===== src/rtl/dualrail_chan_sink_pkg.sv =====
// Shared types and constants for the dual-rail channel sink: FSM states,
// rail-pair encodings and a constant-evaluable clog2.
package dualrail_pkg;

    typedef enum logic [1:0] {
        ST_READY = 2'd0,
        ST_ACK   = 2'd1,
        ST_STALL = 2'd2,
        ST_ERR   = 2'd3
    } state_e;

    // Rail pair is {d1, d0}
    localparam logic [1:0] NEUTRAL = 2'b00;
    localparam logic [1:0] ZERO    = 2'b01;
    localparam logic [1:0] ONE     = 2'b10;
    localparam logic [1:0] ILLEGAL = 2'b11;

    function automatic int unsigned clog2(input int unsigned value);
        int unsigned r;
        r = 0;
        while ((64'd1 << r) < 64'(value)) r++;
        return r;
    endfunction

endpackage


===== src/rtl/dualrail_chan_sink_sync_fifo.sv =====
// Circular word buffer with a registered head-of-queue output so the
// presented word never glitches while it waits for the consumer.
module sync_fifo
    import dualrail_pkg::*;
#(
    parameter int unsigned WORD_BITS  = 8,
    parameter int unsigned FIFO_DEPTH = 4
) (
    input  logic                          clk,
    input  logic                          reset,
    input  logic                          push_i,
    input  logic [WORD_BITS-1:0]          data_i,
    input  logic                          pop_i,
    output logic [WORD_BITS-1:0]          data_o,
    output logic [clog2(FIFO_DEPTH):0]    count_o,
    output logic                          full_o,
    output logic                          empty_o
);
    localparam int unsigned PTR_W = clog2(FIFO_DEPTH);
    localparam int unsigned CNT_W = PTR_W + 1;

    logic [WORD_BITS-1:0] mem_q [FIFO_DEPTH];
    logic [PTR_W-1:0]     wr_ptr_q, wr_ptr_d;
    logic [PTR_W-1:0]     rd_ptr_q, rd_ptr_d;
    logic [CNT_W-1:0]     count_q, count_d;
    logic [WORD_BITS-1:0] head_q, head_d;
    logic                 full_q, full_d;
    logic                 empty_q, empty_d;
    logic                 do_pop_c, do_push_c;
    logic [PTR_W-1:0]     rd_next_c;

    always_comb begin
        do_pop_c  = pop_i & ~empty_q;
        do_push_c = push_i & (~full_q | do_pop_c);
        rd_next_c = rd_ptr_q + PTR_W'(1);
        wr_ptr_d  = wr_ptr_q;
        rd_ptr_d  = rd_ptr_q;
        count_d   = count_q;
        head_d    = head_q;

        if (do_push_c) wr_ptr_d = wr_ptr_q + PTR_W'(1);
        if (do_pop_c)  rd_ptr_d = rd_next_c;

        case ({do_push_c, do_pop_c})
            2'b10:   count_d = count_q + CNT_W'(1);
            2'b01:   count_d = count_q - CNT_W'(1);
            default: count_d = count_q;
        endcase

        // Head follows the next read pointer; bypass when the new head is being written now
        if (do_pop_c) begin
            head_d = (do_push_c && (wr_ptr_q == rd_next_c)) ? data_i : mem_q[rd_next_c];
        end else if (do_push_c && empty_q) begin
            head_d = data_i;
        end

        full_d  = (count_d == CNT_W'(FIFO_DEPTH));
        empty_d = (count_d == '0);
    end

    always_ff @(posedge clk) begin
        if (reset) begin
            wr_ptr_q <= '0;
            rd_ptr_q <= '0;
            count_q  <= '0;
            head_q   <= '0;
            full_q   <= 1'b0;
            empty_q  <= 1'b1;
        end else begin
            wr_ptr_q <= wr_ptr_d;
            rd_ptr_q <= rd_ptr_d;
            count_q  <= count_d;
            head_q   <= head_d;
            full_q   <= full_d;
            empty_q  <= empty_d;
        end
    end

    always_ff @(posedge clk) begin
        if (do_push_c) mem_q[wr_ptr_q] <= data_i;
    end

    assign data_o  = head_q;
    assign count_o = count_q;
    assign full_o  = full_q;
    assign empty_o = empty_q;

endmodule


===== src/rtl/dualrail_chan_sink.sv =====
// Clocked sink for a four-phase 1-of-2 dual-rail channel: synchronizes the
// rails, assembles tokens LSB-first into words and buffers them for a stream.
module dualrail_chan_sink
    import dualrail_pkg::*;
#(
    parameter int unsigned WORD_BITS   = 8,
    parameter int unsigned FIFO_DEPTH  = 4,
    parameter int unsigned SYNC_STAGES = 2
) (
    input  logic                          clk,
    input  logic                          reset,
    input  logic                          d0_i,
    input  logic                          d1_i,
    output logic                          e_o,
    output logic [WORD_BITS-1:0]          word_o,
    output logic                          word_valid_o,
    input  logic                          word_ready_i,
    output logic [clog2(FIFO_DEPTH):0]    fifo_count_o,
    output logic                          rail_err_o
);
    localparam int unsigned BIT_W = (WORD_BITS > 1) ? clog2(WORD_BITS) : 1;

    logic [SYNC_STAGES-1:0] d0_sync_q, d1_sync_q;
    logic                   d0_s, d1_s;
    logic [1:0]             rails_c;

    state_e                 state_q;
    logic [BIT_W-1:0]       bitcnt_q;
    logic [WORD_BITS-1:0]   shreg_q;
    logic                   e_q;
    logic                   rail_err_q;

    logic                   fifo_full, fifo_empty;
    logic                   pop_c, push_c, can_push_c, word_last_c;

    // Rails are asynchronous; only the last synchronizer stage feeds the FSM
    always_ff @(posedge clk) begin
        if (reset) begin
            d0_sync_q <= '0;
            d1_sync_q <= '0;
        end else begin
            d0_sync_q <= {d0_sync_q[SYNC_STAGES-2:0], d0_i};
            d1_sync_q <= {d1_sync_q[SYNC_STAGES-2:0], d1_i};
        end
    end

    assign d0_s    = d0_sync_q[SYNC_STAGES-1];
    assign d1_s    = d1_sync_q[SYNC_STAGES-1];
    assign rails_c = {d1_s, d0_s};

    always_comb begin
        pop_c       = word_ready_i & ~fifo_empty;
        can_push_c  = ~fifo_full | pop_c;
        word_last_c = (bitcnt_q == BIT_W'(WORD_BITS - 1));
        push_c      = 1'b0;
        case (state_q)
            ST_ACK:   push_c = (rails_c == NEUTRAL) && word_last_c && can_push_c;
            ST_STALL: push_c = can_push_c;
            default:  push_c = 1'b0;
        endcase
    end

    // Enable is only re-raised once the token just acknowledged has a home
    always_ff @(posedge clk) begin
        if (reset) begin
            state_q    <= ST_READY;
            bitcnt_q   <= '0;
            shreg_q    <= '0;
            e_q        <= 1'b1;
            rail_err_q <= 1'b0;
        end else begin
            case (state_q)
                ST_READY: begin
                    if (rails_c == ILLEGAL) begin
                        state_q    <= ST_ERR;
                        e_q        <= 1'b0;
                        rail_err_q <= 1'b1;
                    end else if (rails_c != NEUTRAL) begin
                        shreg_q[bitcnt_q] <= d1_s;
                        state_q           <= ST_ACK;
                        e_q               <= 1'b0;
                    end
                end
                ST_ACK: begin
                    if (rails_c == ILLEGAL) begin
                        state_q    <= ST_ERR;
                        rail_err_q <= 1'b1;
                    end else if (rails_c == NEUTRAL) begin
                        if (!word_last_c) begin
                            bitcnt_q <= bitcnt_q + BIT_W'(1);
                            state_q  <= ST_READY;
                            e_q      <= 1'b1;
                        end else if (push_c) begin
                            bitcnt_q <= '0;
                            state_q  <= ST_READY;
                            e_q      <= 1'b1;
                        end else begin
                            state_q  <= ST_STALL;
                        end
                    end
                end
                ST_STALL: begin
                    if (push_c) begin
                        bitcnt_q <= '0;
                        state_q  <= ST_READY;
                        e_q      <= 1'b1;
                    end
                end
                ST_ERR: begin
                    e_q        <= 1'b0;
                    rail_err_q <= 1'b1;
                end
                default: state_q <= ST_READY;
            endcase
        end
    end

    sync_fifo #(
        .WORD_BITS  (WORD_BITS),
        .FIFO_DEPTH (FIFO_DEPTH)
    ) u_fifo (
        .clk     (clk),
        .reset   (reset),
        .push_i  (push_c),
        .data_i  (shreg_q),
        .pop_i   (pop_c),
        .data_o  (word_o),
        .count_o (fifo_count_o),
        .full_o  (fifo_full),
        .empty_o (fifo_empty)
    );

    assign e_o          = e_q;
    assign rail_err_o   = rail_err_q;
    assign word_valid_o = ~fifo_empty;

endmodule


===== config.mk =====
export PLATFORM = sky130hd
export DESIGN_NAME = dualrail_chan_sink
export DESIGN_NICKNAME = d
export VERILOG_FILES = /design/src/rtl/dualrail_chan_sink_pkg.sv /design/src/rtl/dualrail_chan_sink_sync_fifo.sv /design/src/rtl/dualrail_chan_sink.sv
export SDC_FILE = /design/constraint.sdc
export NUM_CORES = 1
export LEC_CHECK = 0
export BUFFER_PORTS_ARGS = -buffer_cell sky130_fd_sc_hd__buf_2
export CAP_MARGIN = 5
export CORE_MARGIN = 2
export CORE_UTILIZATION = 54
export DETAILED_ROUTE_END_ITERATION = 6
export PLACE_DENSITY_LB_ADDON = 0.25
export SETUP_SLACK_MARGIN = 0.3
export SLEW_MARGIN = 20
export SYNTH_ARGS = -nofsm -noshare
export SYNTH_HDL_FRONTEND = slang
export SYNTH_SLANG_ARGS = --single-unit

===== constraint.sdc =====
create_clock -name clk -period 2.6 [get_ports clk]
set_clock_uncertainty 0.2 [all_clocks]
set_input_delay 0.52 -clock clk [delete_from_list [all_inputs] [get_ports clk]]
set_output_delay 0.52 -clock clk [all_outputs]
set_load 0.1 [all_outputs]

==> flow_results.org, run 1 <==
** Status
- Run status :: completed

** Setup path
- Across all register-to-register paths, the minimum setup slack is 0.18 ns.
- Startpoint of the most critical setup path :: state_q[1]
- The most critical setup path has its endpoint at u_fifo.empty_o.
- STA puts the critical path data required time at between 2 and 3 ns.
- Critical Path Sink Type :: flip-flop
- The worst register-to-register path begins at state_q[1].
- By startpoint and endpoint, the worst setup path is classified as reg2reg.
- STA puts the critical path data arrival time at around 2.5 ns.
- In this run the worst path has a maximum fanout of 5.
- Critical path launch point type :: flip-flop
- Reg2Reg Depth :: 12
- Destination of the worst register-to-register timing path :: u_fifo.empty_o

** Floorplan
- Area of the die :: just over 6000 um^2
- Once the floorplan was initialized, standard cells occupied between 50% and 60% of the core.
- For this design the top-level I/O count stands at 19.
- Floorplan Core Area :: approximately 5400 um^2
- In this run the vertical extent of the chip is about 78 um.
- The die is just under 80 um wide.
- Row count :: 27

** Detailed routing
- The first TritonRoute pass finished after 4 iterations.
- DRT iter0 DRCs :: 77
- Average wire length per cell after detail routing :: approximately 16 um
- Detailed-route wire length :: between 5000 and 6000 um
- Total vias in the final route :: 1874
- Remaining design rule violation count :: 0
- Once detail routing completed, the nets flagged for antenna violations numbered 0.
- Average vias per placed instance :: 5.370

** Global route
- Number of antenna violations at the first check in global routing :: 0
- Maximum number of pins on one net before global-route repair :: 28
- Via count of the first global-routing pass :: approximately 1.8k
- Total grt overflow :: 0
- Global-route wire length before repair :: roughly 9000 um
- Global routing used between 15 and 20% of the available tracks.

** Finish
- Final core area utilization :: about two thirds
- The repair_antennas step left the layout with diodes totalling 0.
- In the final design database the tool counted 290 nets.
- Layout cells sized above 1 :: between 20% and 30%
- The area growth from synthesis to layout is 20.27%.

** Clock tree
- CTS Sinks :: 68
- In this run the clock root is driven by a sky130_fd_sc_hd__clkbuf_8.
- CTS tree :: done
- CTS H-tree lvls :: 3
- Clock latency on the worst-skew pair :: roughly 0.34 ns
- Bufs on Longest Clock Path :: 2
- Number of hold buffers added after cts :: 0
- Inserted Clock Buffers :: 9
- After clock tree synthesis, the clock-pin slew on the worst setup and hold paths is ~0.07 ns.

** Timing
- Final WS setup :: 0.1837 ns
- The number of pins exceeding their max-slew limit in the final report came to 0.
- For the pin with the worst max-slew slack, the measured transition is between 0.4 and 0.5 ns.
- Achievable clock frequency :: just over 400 MHz
- In this run the tightest slew margin relative to its limit is 67.40%.
- RSZ-0062 raised after global routing :: yes
- Final period util :: around 93%
- Shortest clock period the worst path allows after layout :: around 2.4 ns
- Setup violations remaining at the end of the flow were counted as 0.
- Final hold vios :: 0
- Summed over all failing endpoints, the final setup total negative slack is 0 ns.

** Placement
- Prior to clock tree synthesis, the placed netlist has a worst setup slack of roughly 0.084 ns.
- Detailed placement ended at an HPWL of between 3000 and 4000 um.
- The count of buffers added on input and output ports is 18.
- At the end of routability-driven placement, the weighted congestion stood at 0.7476.

** Synthesis
- The biggest area contributor in the post-synthesis netlist is sky130_fd_sc_hd__edfxtp_1.
- Synthesis produced ~230 cells.
- Leading cell types by total area after synthesis :: sky130_fd_sc_hd__edfxtp_1 32%, sky130_fd_sc_hd__dfxtp_1 24%, sky130_fd_sc_hd__mux4_1 7.0%, sky130_fd_sc_hd__ha_1 5.0%, sky130_fd_sc_hd__mux2i_1 4.7%
- Synthesis produced a netlist with a net count of around 250.
- Yosys warnings :: 0
- Dividing the synthesized area by the synthesized cell count gives approximately 13 um^2.
- Number of distinct library cells after synthesis :: 39
- Sequential cells were found to cover 56.40% of the synthesized design area.
- Cell area after synthesis :: 2982 um^2
- Yosys reg bits :: 68
- Of the post-synthesis cell area, the dominant cell type holds 32.23%.

** Power and ir drop
- Net switching share of the total power :: 23.87%
- Internal power comes to 1.756 mW.
- Seq pwr share :: about half
- Comb power frac :: between 10% and 20%
- Of the total power, the clock network draws between 30% and 40%.
- In this run the power density over the cells is around 640 nW/um^2.
- For this design the static power due to leakage is between 1 and 1.5 nW.
- Switching pwr :: ~0.55 mW
- The worst-case IR drop observed on VDD is roughly 0.47 mV.

** Hold path
- The path class of the tightest hold or removal check is in2reg.

** Run
- Across the run, the number of max-cap violations was 0.
## critical path, stage by stage (launching register included)
cell and delay, ns:
sky130_fd_sc_hd__dfxtp_4 0.36, sky130_fd_sc_hd__inv_4 0.05, sky130_fd_sc_hd__ha_4 0.29, sky130_fd_sc_hd__inv_6 0.05, sky130_fd_sc_hd__a211oi_4 0.22, sky130_fd_sc_hd__inv_2 0.08
sky130_fd_sc_hd__ha_4 0.17, sky130_fd_sc_hd__fa_2 0.33, sky130_fd_sc_hd__xnor2_1 0.13, sky130_fd_sc_hd__nor2_1 0.11, sky130_fd_sc_hd__xnor2_1 0.16, sky130_fd_sc_hd__nor2_1 0.09
sky130_fd_sc_hd__a21oi_1 0.11
## per-layer routing
layer / wire length, um / vias up / GRT usage (%)
met5: 0 / - / 0
met4: 34 / 0 / 6.842
met3: 226 / 4 / 6.552
met2: 2706 / 49 / 31.72
met1: 2539 / 893 / 25.08
li1: - / 928 / -
## synthesized netlist by cell type (all sizes together)
| cell type | n |
|---|---|
| xnor2 | 4 |
| ha | 12 |
| nor3 | 3 |
| nand3b | 1 |
| nor2 | 19 |
| edfxtp | 32 |
| a21oi | 18 |
| or3 | 6 |
| nand2b | 4 |
| clkbuf | 4 |
| nand2 | 8 |
| dfxtp | 36 |
| mux4 | 8 |
| a311oi | 1 |
| o311ai | 2 |
| o31ai | 2 |
| mux2i | 14 |
| nand3 | 2 |
| nor3b | 1 |
| a21o | 2 |
| a22oi | 2 |
| o21ai | 14 |
| buf | 2 |
| and2 | 4 |
| fa | 1 |
| nor2b | 6 |
| xor2 | 3 |
| a211oi | 2 |
| inv | 12 |
| and3 | 1 |
| o32ai | 1 |
| o211ai | 2 |
| a31oi | 2 |
## cell families after synthesis
kind of cell	Yosys count	synth area share (%)
AOI/OAI and AO/OA	48	11.92
muxes	22	11.75
DFF	68	56.40
and+or+nand+nor	55	9.148
adders and majority gates	13	5.707
xor gates and xnor gates	7	2.308
buffers and inverters	18	2.769
## stage by stage
stage / power, mW / area (um^2) / std cells / hold slack [ns]
floorplan: 1.334 / 3043 / 231 / 0.2138
global placement: 1.373 / 3231 / 321 / 0.2172
detailed placement: 1.376 / 3231 / 321 / 0.2247
CTS: 2.300 / 3546 / 345 / 0.1730
global route: 2.391 / 3586 / 349 / 0.1838
finish: 2.307 / 3586 / 349 / 0.1910
## power groups by stage
stage                     combinational, mW  sequential [mW]  clock [mW]
after floorplan                       0.133             1.20           0
after global placement                0.198             1.18           0
after detailed placement              0.200             1.18           0
after CTS                             0.228             1.15       0.925
after global routing                  0.272             1.15       0.968
final                                 0.254             1.15       0.905
## state kept, by name (all words and copies together), names as in the netlist
register,cells
u_fifo.mem_q,32
state_q,2
e_o,1
u_fifo.count_o,3
d0_sync_q,2
u_fifo.rd_ptr_q,2
bitcnt_q,3
u_fifo.full_o,1
u_fifo.wr_ptr_q,2
u_fifo.data_o,8
u_fifo.empty_o,1
d1_sync_q,2
shreg_q,8
rail_err_o,1
## repair_timing
item | 4_1_cts | 5_1_grt
buffers inserted | 8 | 4
resized for setup | 13 | 4
pin swaps | 7 | 3
endpoints found under the setup margin | 3 | 3
hold endpoints to repair | 0 | 0
## layout make-up
class / count / area [um^2]
clock buffer: 9 / 123.9
clock inverter: 7 / 81.33
fill: 411 / 1819
inverter: 12 / 57.56
multi-input combinational: 145 / 1311
sequential: 68 / 1697
tap: 72 / 90.09
timing repair buffer: 36 / 225.2
## placed cells by master, fill, tap and decap left out, types with 8 or more instances in the layout
cell / Yosys / layout
sky130_fd_sc_hd__dfxtp_1: 36 / 32
sky130_fd_sc_hd__edfxtp_1: 32 / 32
sky130_fd_sc_hd__nor2_1: 19 / 19
sky130_fd_sc_hd__buf_2: 0 / 18
sky130_fd_sc_hd__buf_4: 0 / 18
sky130_fd_sc_hd__mux2i_1: 14 / 14
sky130_fd_sc_hd__o21ai_0: 14 / 14
sky130_fd_sc_hd__a21oi_2: 8 / 9
sky130_fd_sc_hd__a21oi_1: 10 / 9
sky130_fd_sc_hd__clkbuf_8: 0 / 9
sky130_fd_sc_hd__mux4_1: 8 / 8
sky130_fd_sc_hd__nand2_1: 8 / 8
## worst min-delay path by stage
stage / startpoint / endpoint / slack, ns / depth (start not counted)
floorplan: d0_sync_q[0] / d0_sync_q[1] / 0.21 / 1
global placement: d0_sync_q[0] / d0_sync_q[1] / 0.22 / 1
detailed placement: d0_sync_q[0] / d0_sync_q[1] / 0.22 / 1
CTS: d0_i / d0_sync_q[0] / 0.17 / 2
global route: d0_i / d0_sync_q[0] / 0.18 / 2
finish: d0_i / d0_sync_q[0] / 0.19 / 2
Power figures use the tool's default switching activity.
==> run 2: changes to the inputs <==
--- a/config.mk
+++ b/config.mk
@@ -7,8 +7,10 @@
 export LEC_CHECK = 0
 export BUFFER_PORTS_ARGS = -buffer_cell sky130_fd_sc_hd__buf_2
 export CAP_MARGIN = 5
+export CELL_PAD_IN_SITES_DETAIL_PLACEMENT = 0
+export CELL_PAD_IN_SITES_GLOBAL_PLACEMENT = 1
 export CORE_MARGIN = 2
-export CORE_UTILIZATION = 54
+export CORE_UTILIZATION = 53
 export DETAILED_ROUTE_END_ITERATION = 6
 export PLACE_DENSITY_LB_ADDON = 0.25
 export SETUP_SLACK_MARGIN = 0.3
==> constraint.sdc (replaced) <==
create_clock -name clk -period 2.95 [get_ports clk]
set_clock_uncertainty 0.2 [all_clocks]
set_input_delay 0.59 -clock clk [delete_from_list [all_inputs] [get_ports clk]]
set_output_delay 0.59 -clock clk [all_outputs]
set_load 0.1 [all_outputs]
==> run 2 against run 1 <==
Against the previous run:
- cell area fell by 4.3%
- via count down 3.2%
- clock-buffer cell count increased by 2
- global-route usage is 1.8 points lower
- fmax shrank 5.2%
- sequential share of layout area up 2.0 points
- non-clock buffer count shrank 14
- worst setup slack better by 0.22 ns
- clock power fell by 19%
- critical path type unchanged
- highest routed layer unchanged
==> flow_results.org, run 2 (synthesized netlist as in run 1, its figures left out) <==
** Power and ir drop
- Summed over all nets, the switching power comes to 0.4742 mW.
- Across the VDD grid, the largest voltage drop is ~0.27 mV.
- Seq pwr share :: a little over half
- In this run the static leakage power is roughly 1.3 nW.
- Power Internal :: ~1.5 mW
- Net switching share of the total power :: 24.63%
- For this design the ratio of total power to cell area is around 560 nW/um^2.
- In this run, the clock network consumes between 30% and 40% of the power.
- Per report_power, the combinational group accounts for 9.3% of the total.

** Timing
- In this run the tightest slew margin relative to its limit is 58.21%.
- Count of endpoints failing setup in the final report :: 0
- Setup repair after global routing left no endpoint under its margin.
- Setup_tns :: 0 ns
- The final hold violation count came to 0.
- Slew Viols, Final :: 0
- The final critical path takes up a little under nine tenths of the cycle.
- Setup slack closes at a little over 0.4 ns.
- At the pin with the least slew margin, the transition time is around 0.63 ns.
- Timing would allow up to between 300 and 400 MHz.
- The worst path needs between 2 and 3 ns of the cycle, external delays included.

** Finish
- Summing all flip-flop and latch instances after layout gives 1694 um^2.
- Max reg flops :: 32
- Final core area utilization :: a little over three fifths
- Final layout net count :: about 280
- In the layout the commonest cells are 32 x sky130_fd_sc_hd__dfxtp_1, 32 x sky130_fd_sc_hd__edfxtp_1, 19 x sky130_fd_sc_hd__nor2_1, 18 x sky130_fd_sc_hd__buf_2.
- Biggest register :: u_fifo.mem_q
- Layout cells sized above 1 :: between 20 and 30%
- Diodes inserted :: 0
- Summing all multi-input logic gate instances after layout gives around 1300 um^2.
- Final-layout fill cell count :: 440
- Relative to the synthesized area, the layout overhead comes to 15.11%.

** Global route
- Number of antenna violations at the first check in global routing :: 0
- Entering global routing, the biggest net connects 29 pins.
- For this run the aggregate overflow at the end of global routing stands at 0.
- Via count of the first global-routing pass :: 1699
- The first global-routing pass estimated 8438 um of wire.
- Overall track demand over capacity in global routing :: between 15 and 20%

** Floorplan
- Total I/O pin count :: 19
- The initialized floorplan defines 27 standard-cell rows.
- Effective utilization at floorplan :: between 50% and 60%
- Die width :: between 70 and 80 um
- In this run the standard cell core region covers between 5000 and 6000 um^2.
- The floorplan step defined a die boundary enclosing between 6000 and 7000 um^2.
- The floorplan step set the die height to approximately 79 um.

** Detailed routing
- Summed over all layers, the routed wires come to just over 5000 um.
- The first TritonRoute pass finished after 7 iterations.
- Total vias in the final route :: about 1.8k
- Using the TritonRoute via totals, the vias-per-cell ratio works out to about 5.4.
- Once detail routing completed, the nets flagged for antenna violations numbered 0.
- In the routed design, unresolved DRC markers number 0.
- For this block, the initial DRC count from the detailed router was between 100 and 150.
- Average wire length per cell after detail routing :: about 15 um

** Setup path
- The setup check on the worst reg-to-reg path leaves a slack of 0.40 ns.
- In this run the critical register-to-register path is launched from bitcnt_q[0].
- Data on the critical path is required at its endpoint by roughly 3 ns.
- Critical path data arrival time :: 2.62 ns
- The worst setup path is of the reg2reg kind.
- STA classifies the critical path endpoint as a flip-flop.
- Worst-path fanout max :: 7
- The endpoint identified for the worst register-to-register timing path is u_fifo.empty_o.
- Critical path launch point type :: flip-flop
- Reg2Reg Depth :: 12

** Clock tree
- CTS H-tree lvls :: 3
- After clock tree synthesis, the clock-pin slew on the worst setup and hold paths is roughly 0.070 ns.
- Number of hold buffers added after cts :: 0
- CTS Sinks :: 68
- Bufs on Longest Clock Path :: 2
- Clock tree root buffer cell :: sky130_fd_sc_hd__clkbuf_8
- In this run, CTS created clock tree buffers numbering 9.
- Clock latency on the worst-skew pair, taken at its later pin, is 0.33 ns.
- TritonCTS built the clock tree.

** Hold path
- The worst hold path belongs to the class reg2reg.
- Along the worst hold path, the cell count comes to 1.
- The startpoint identified for the worst hold timing path is d0_sync_q[0].
- The worst hold path terminates at d0_sync_q[1].

** Placement
- Post-placement worst setup slack :: roughly 0.32 ns
- Detailed placement finished with a half-perimeter wire length of between 3000 and 4000 um.
- The congestion estimate from routability-driven global placement came to 0.7602.
- Port buffering added 18 buffers.

** Run
- Max-cap violations in this run came to 0.

** Status
- Run status :: completed
run 2: changes by cell type in the layout (fill, tap and decap cells not counted), moves of 2 or more:
cell / previous run / this run
sky130_fd_sc_hd__clkinv_1: 3 / 0
sky130_fd_sc_hd__inv_6: 2 / 0
sky130_fd_sc_hd__clkbuf_1: 0 / 2
sky130_fd_sc_hd__inv_2: 2 / 5
sky130_fd_sc_hd__buf_4: 18 / 4
run 2: stage by stage:
| step | power (mW) | std cells | hold WS [ns] | area, um^2 |
|---|---|---|---|---|
| final | 1.925 | 335 | 0.2365 | 3432 |
| after global routing | 2.002 | 335 | 0.2626 | 3432 |
| after CTS | 1.927 | 333 | 0.2410 | 3371 |
| after detailed placement | 1.203 | 317 | 0.2251 | 3186 |
| after global placement | 1.203 | 317 | 0.2196 | 3186 |
| after floorplan | 1.170 | 231 | 0.2138 | 3028 |
run 2: layer usage:
metal	up-vias	wire [um]	part of all wire, %	track usage [%]
met2	45	2280	44	26.95
li1	910	-	-	-
met5	-	0	0	0
met3	6	227	4.4	5.455
met1	853	2577	50	24.94
met4	0	55	1.1	6.207
run 2: area by class of cell:
class / instances / area share (%)
Timing Repair Buffer: 22 / 3.500
Sequential cell: 68 / 49.36
Multi-Input combinational cell: 145 / 37.81
Clock inverter: 5 / 1.568
Clock buffer: 11 / 3.828
Inverter: 12 / 1.312
Tap cell: 72 / 2.625
run 2: repair_timing:
action,CTS,global route
endpoints found under the setup margin,0,3
buffers inserted,0,2
resized for setup,0,12
run 2: worst max-delay path by stage:
stage	from	end	slack, ns
finish	bitcnt_q[0]	u_fifo.empty_o	0.40
global route	bitcnt_q[0]	u_fifo.empty_o	0.28
CTS	d1_sync_q[1]	u_fifo.empty_o	0.30
detailed placement	word_ready_i	u_fifo.empty_o	0.32
global placement	word_ready_i	u_fifo.empty_o	0.37
floorplan	bitcnt_q[0]	u_fifo.empty_o	0.30
run 2: power by group through the flow:
stage	Clock (mW)	Sequential (mW)	Combinational [mW]
2_1_floorplan	0	1.06	0.114
3_3_place_gp	0	1.03	0.169
3_5_place_dp	0	1.03	0.168
4_1_cts	0.744	1.01	0.169
5_1_grt	0.787	1.02	0.196
6_report	0.730	1.02	0.178
run 2: worst max-delay path, cell delays in order (launching register included):
cell and delay, ns:
sky130_fd_sc_hd__dfxtp_4 0.39, sky130_fd_sc_hd__ha_4 0.14, sky130_fd_sc_hd__ha_4 0.15, sky130_fd_sc_hd__a31oi_4 0.11
sky130_fd_sc_hd__a211oi_4 0.26, sky130_fd_sc_hd__inv_2 0.09, sky130_fd_sc_hd__ha_4 0.17, sky130_fd_sc_hd__fa_2 0.34
sky130_fd_sc_hd__xnor2_1 0.15, sky130_fd_sc_hd__nor2_1 0.06, sky130_fd_sc_hd__xnor2_1 0.20, sky130_fd_sc_hd__nor2_1 0.09
sky130_fd_sc_hd__a21oi_1 0.14
==> run 3: changes to the inputs <==
--- a/config.mk
+++ b/config.mk
@@ -5,12 +5,13 @@
 export SDC_FILE = /design/constraint.sdc
 export NUM_CORES = 1
 export LEC_CHECK = 0
+export ABC_AREA = 1
 export BUFFER_PORTS_ARGS = -buffer_cell sky130_fd_sc_hd__buf_2
 export CAP_MARGIN = 5
 export CELL_PAD_IN_SITES_DETAIL_PLACEMENT = 0
 export CELL_PAD_IN_SITES_GLOBAL_PLACEMENT = 1
 export CORE_MARGIN = 2
-export CORE_UTILIZATION = 53
+export CORE_UTILIZATION = 50
 export DETAILED_ROUTE_END_ITERATION = 6
 export PLACE_DENSITY_LB_ADDON = 0.25
 export SETUP_SLACK_MARGIN = 0.3
==> run 3 against run 2 <==
Against the previous run:
- worst setup slack better by 0.11 ns
- die area up 10%
- fmax rose by 4.7%
- sequential power is 17% higher
- non-clock buffer count rose by 2
- core utilization is 4.1 points lower
- clock power is 7.7% higher
- global-route usage increased by 0.78 points
- sequential share of layout area decreased by 1.3 points
- clock-buffer cell count fell by 2
- area after synthesis increased by 4.6%
- total power is 66% higher
- critical path type unchanged
- highest routed layer unchanged
==> flow_results.org, run 3 <==
** Status
- The flow ran to the end, and the final reports show no timing, DRC or antenna violations.

** Placement
- Routability-driven placement finished with a final weighted congestion of between 0.7 and 0.8.
- Count of input and output buffers :: 18
- Placed insts :: ~430
- Sum of net half-perimeters after detailed placement :: 4147 um
- At the placement stage, the worst setup path has a slack of 0.3914 ns.

** Power and ir drop
- Post-route total power :: ~3.2 mW
- Net switching share of the total power :: a little over two fifths
- Internal power comes to approximately 1.8 mW.
- Switching pwr :: approximately 1.4 mW
- Comb power frac :: 38.3%
- Leakage power summed over all cells :: 1.556 nW
- Power Density :: 910.7 nW/um^2
- Seq pwr share :: 37.1%
- Of the total power, the clock network draws 24.6%.
- VDD sags by at most between 0.5 and 0.6 mV.

** Setup path
- Destination of the worst register-to-register timing path :: u_fifo.full_o
- For this design, the slowest cell found on the critical path is sky130_fd_sc_hd__fa_1.
- The worst setup path is launched from a flip-flop.
- STA puts the critical path data arrival time at 2.52 ns.
- Critical register-to-register path startpoint :: bitcnt_q[1]
- Type of the worst setup path :: reg2reg
- Crit-path leading delay family :: adder cells
- Worst EP required :: 3.04 ns
- Setup slack on the worst reg-to-reg path comes out at slightly above 0.5 ns.
- Worst-path fanout max :: 6
- The number of cells on the worst reg-to-reg path is 12.
- Crit-path cells :: ha_1, ha_2, nand3_1, nand2_1, nand3_4, ha_2, fa_1, a21oi_1, o21ai_1, xnor2_1, nand2_1, nor2_1
- Together, buffers and inverters on the worst path number 0.
- The largest single stage delay on the critical path is roughly 0.38 ns.
- STA classifies the critical path endpoint as a flip-flop.

** Hold path
- Hold Path End :: d1_sync_q[1]
- Along the worst hold path, the cell count comes to 2.
- The worst hold path begins at d1_sync_q[0].
- Worst hold path type :: reg2reg

** Global route
- Summed over all layers, the global routing overflow is 0.
- Maximum number of pins on one net before global-route repair :: 22
- Global routing used between 10% and 20% of the available tracks.
- Number of antenna violations at the first check in global routing :: 0
- Global-route wire length before repair :: just over 10000 um
- Via count of the first global-routing pass :: around 2.2k

** Synthesis
- Yosys warnings :: 0
- The top cell type by area accounts for a little over 30% of the synthesized area.
- The commonest cells after synthesis are 73 x sky130_fd_sc_hd__nand2_1, 44 x sky130_fd_sc_hd__inv_1, 36 x sky130_fd_sc_hd__dfxtp_1, 32 x sky130_fd_sc_hd__edfxtp_1, 24 x sky130_fd_sc_hd__nor2_1.
- Of the total synthesized cell area, the portion taken by full adders, half adders and majority gates is under 10%.
- Summing the areas of all xor and xnor instances in the mapped netlist gives under 10% of the synthesized area.
- Leading cell types by total area after synthesis :: sky130_fd_sc_hd__edfxtp_1 31%, sky130_fd_sc_hd__dfxtp_1 23%, sky130_fd_sc_hd__nand2_1 8.8%, sky130_fd_sc_hd__inv_1 5.3%, sky130_fd_sc_hd__ha_1 4.8%
- Dominant combinational cell family by area after synthesis :: simple AND/OR/NAND/NOR gates
- Share of cell area taken by muxes after synthesis :: less than 1%
- In the synthesized netlist the async set-or-reset flop fraction comes to 0%.
- The mapped netlist covers ~3100 um^2.
- Post-synthesis cell count :: 336
- Most used flip-flop cell after synthesis :: sky130_fd_sc_hd__dfxtp_1
- Yosys mapped a number of flops with a built-in enable equal to 32.
- Summing the areas of all compound-gate instances in the mapped netlist gives between 10% and 20% of the synthesized area.
- Leading cell type by number of instances after synthesis :: sky130_fd_sc_hd__nand2_1
- Post-synth net total :: 354
- Summed over all instances, the cell type with the most area after synthesis is sky130_fd_sc_hd__edfxtp_1.
- Summing the areas of all and, or, nand and nor instances in the mapped netlist gives a little under a fifth of the synthesized area.
- After synthesis the netlist holds a flip-flop and latch count of 68.
- Each instance of the synthesized netlist takes up on average approximately 9.3 um^2.
- In this run, distinct cell masters in the synthesized netlist total 33.
- Summing the sequential cell areas from Yosys gives between 50% and 60% of the chip area.

** Detailed routing
- The first routing iteration left 110 violations.
- Once detail routing completed, the nets flagged for antenna violations numbered 0.
- For this block, the via count after detailed routing is 2254.
- Average vias per placed instance :: 5.088
- In the final routed layout, each cell accounts on average for 13.35 um.
- Detailed-route wire length :: between 5000 and 6000 um
- DRT Pass-1 Iters :: 4
- Remaining design rule violation count :: 0

** Finish
- Across the whole layout, storage elements account for roughly 1700 um^2.
- Cells with a size suffix above 1 make up ~17% of the layout.
- Fill cells in the final layout number 530.
- The library cell used most frequently in the layout, excluding fill and tap cells, is sky130_fd_sc_hd__nand2_1.
- 0 antenna diodes ended up in the layout.
- Max reg flops :: 32
- Layout-stage area growth over the synthesis result :: 12.60%
- The net count of the finished layout is around 380.
- Once layout is complete, the utilization of the core stands at about three fifths.
- Biggest register :: u_fifo.mem_q
- Number of cells in the finished layout apart from fillers :: 443
- Summing all multi-input logic gate instances after layout gives ~1200 um^2.
- In the layout the commonest cells are 73 x sky130_fd_sc_hd__nand2_1, 44 x sky130_fd_sc_hd__inv_1, 34 x sky130_fd_sc_hd__dfxtp_1, 32 x sky130_fd_sc_hd__edfxtp_1, 24 x sky130_fd_sc_hd__nor2_1.

** Floorplan
- In this run the count of I/O pins placed on the die edge is 19.
- The die is roughly 83 um wide.
- Effective utilization at floorplan :: approximately 52%
- Floorplan Core Area :: 5991 um^2
- Die outline height :: 82.99 um
- The floorplan step defined a die boundary enclosing roughly 6900 um^2.
- The floorplan has 28 rows.

** Timing
- Shortest clock period the worst path allows after layout :: 2.434 ns
- The number of pins exceeding their max-slew limit in the final report was 0.
- After layout, the worst setup slack is 0.5161 ns.
- The final hold violation count came to 0.
- Worst-margin pin slew :: 0.5366 ns
- For this run, the top clock speed supported by timing is around 410 MHz.
- Setup repair after global routing left no endpoint under its margin.
- Count of endpoints failing setup in the final report :: 0
- Setup total negative slack on the finished layout was measured at 0 ns.
- In the finished design, the share of the clock period the worst path needs comes to between 80% and 90%.
- Headroom to the max-slew limit :: roughly 64%

** Clock tree
- CTS Sinks :: between 60 and 70
- CTS tree :: done
- Clock tree root buffer cell :: sky130_fd_sc_hd__clkbuf_8
- CTS H-tree lvls :: 3
- Counting the buffers created by CTS gives 9.
- Number of hold buffers added after cts :: 0
- No sink is reached through more buffers than the 2 on the longest clock path.
- Clock input transition at the sequential cells of the worst setup and hold paths :: about 0.07 ns
- Clock latency on the worst-skew pair :: roughly 0.35 ns

** Run
- Max_cap viols :: 0
-- run 3: how the worst max path moves through the flow --
| stage | start | end | slack [ns] | depth (start not counted) |
|---|---|---|---|---|
| after detailed placement | word_ready_i | u_fifo.full_o | 0.39 | 10 |
| after global placement | word_ready_i | u_fifo.full_o | 0.45 | 10 |
| after floorplan | u_fifo.empty_o | u_fifo.full_o | 0.33 | 12 |
| after CTS | bitcnt_q[1] | u_fifo.full_o | 0.37 | 12 |
| final | bitcnt_q[1] | u_fifo.full_o | 0.52 | 12 |
| after global routing | bitcnt_q[1] | u_fifo.full_o | 0.30 | 12 |
-- run 3: timing repair --
item,CTS,global route
setup endpoints to repair,0,3
resized for setup,0,7
buffers inserted,0,1
endpoints found under the hold margin,0,0
-- run 3: layout make-up --
type                    count  share of cell area (%)
inverters                  50                   5.593
flip-flops and latches     68                   48.02
repair buffers             24                   3.848
clock inverters             7                   2.387
well taps                  75                   2.672
clock buffers               9                   3.527
multi-input cells         210                   33.95
-- run 3: cell families (layout without fill, tap and decap cells) --
group                      count (synthesis)  after routing
xor gates and xnor gates                   3              3
adders and majority gates                 13             13
and+or+nand+nor                          130            130
AOI/OAI and AO/OA                         63             63
muxes                                      1              1
DFF                                       68             68
buffers and inverters                     58             90
-- run 3: tightest hold or removal path, stage by stage, from the launching register on --
cell	delay (ns)
sky130_fd_sc_hd__dfxtp_1	0.30
sky130_fd_sc_hd__inv_1	0.04
sky130_fd_sc_hd__nor2_1	0.03
-- run 3: layer usage --
layer  GRT usage, %  routed length [um]  vias up  part of all wire (%)
li1               -                   -     1169                     -
met1          26.46                2852     1018                    48
met2          27.64                2629       54                    44
met3          3.877                 299       13                   5.1
met4          8.793                 131        0                   2.2
met5              0                   0        -                     0
-- run 3: metrics by stage --
step                      cell area, um^2  hold slack, ns
final                                3512          0.2062
after global placement               3283          0.1951
after CTS                            3491          0.2088
after global routing                 3512          0.2356
after detailed placement             3283          0.1951
after floorplan                      3119          0.1883
-- run 3: power by group through the flow --
stage                     clock network [mW]  registers, mW  logic [mW]
after floorplan                            0           1.54       0.682
after global placement                     0           1.20        1.22
after CTS                              0.810           1.18        1.23
final                                  0.786           1.19        1.23
after detailed placement                   0           1.20        1.22
after global routing                   0.856           1.21        1.34
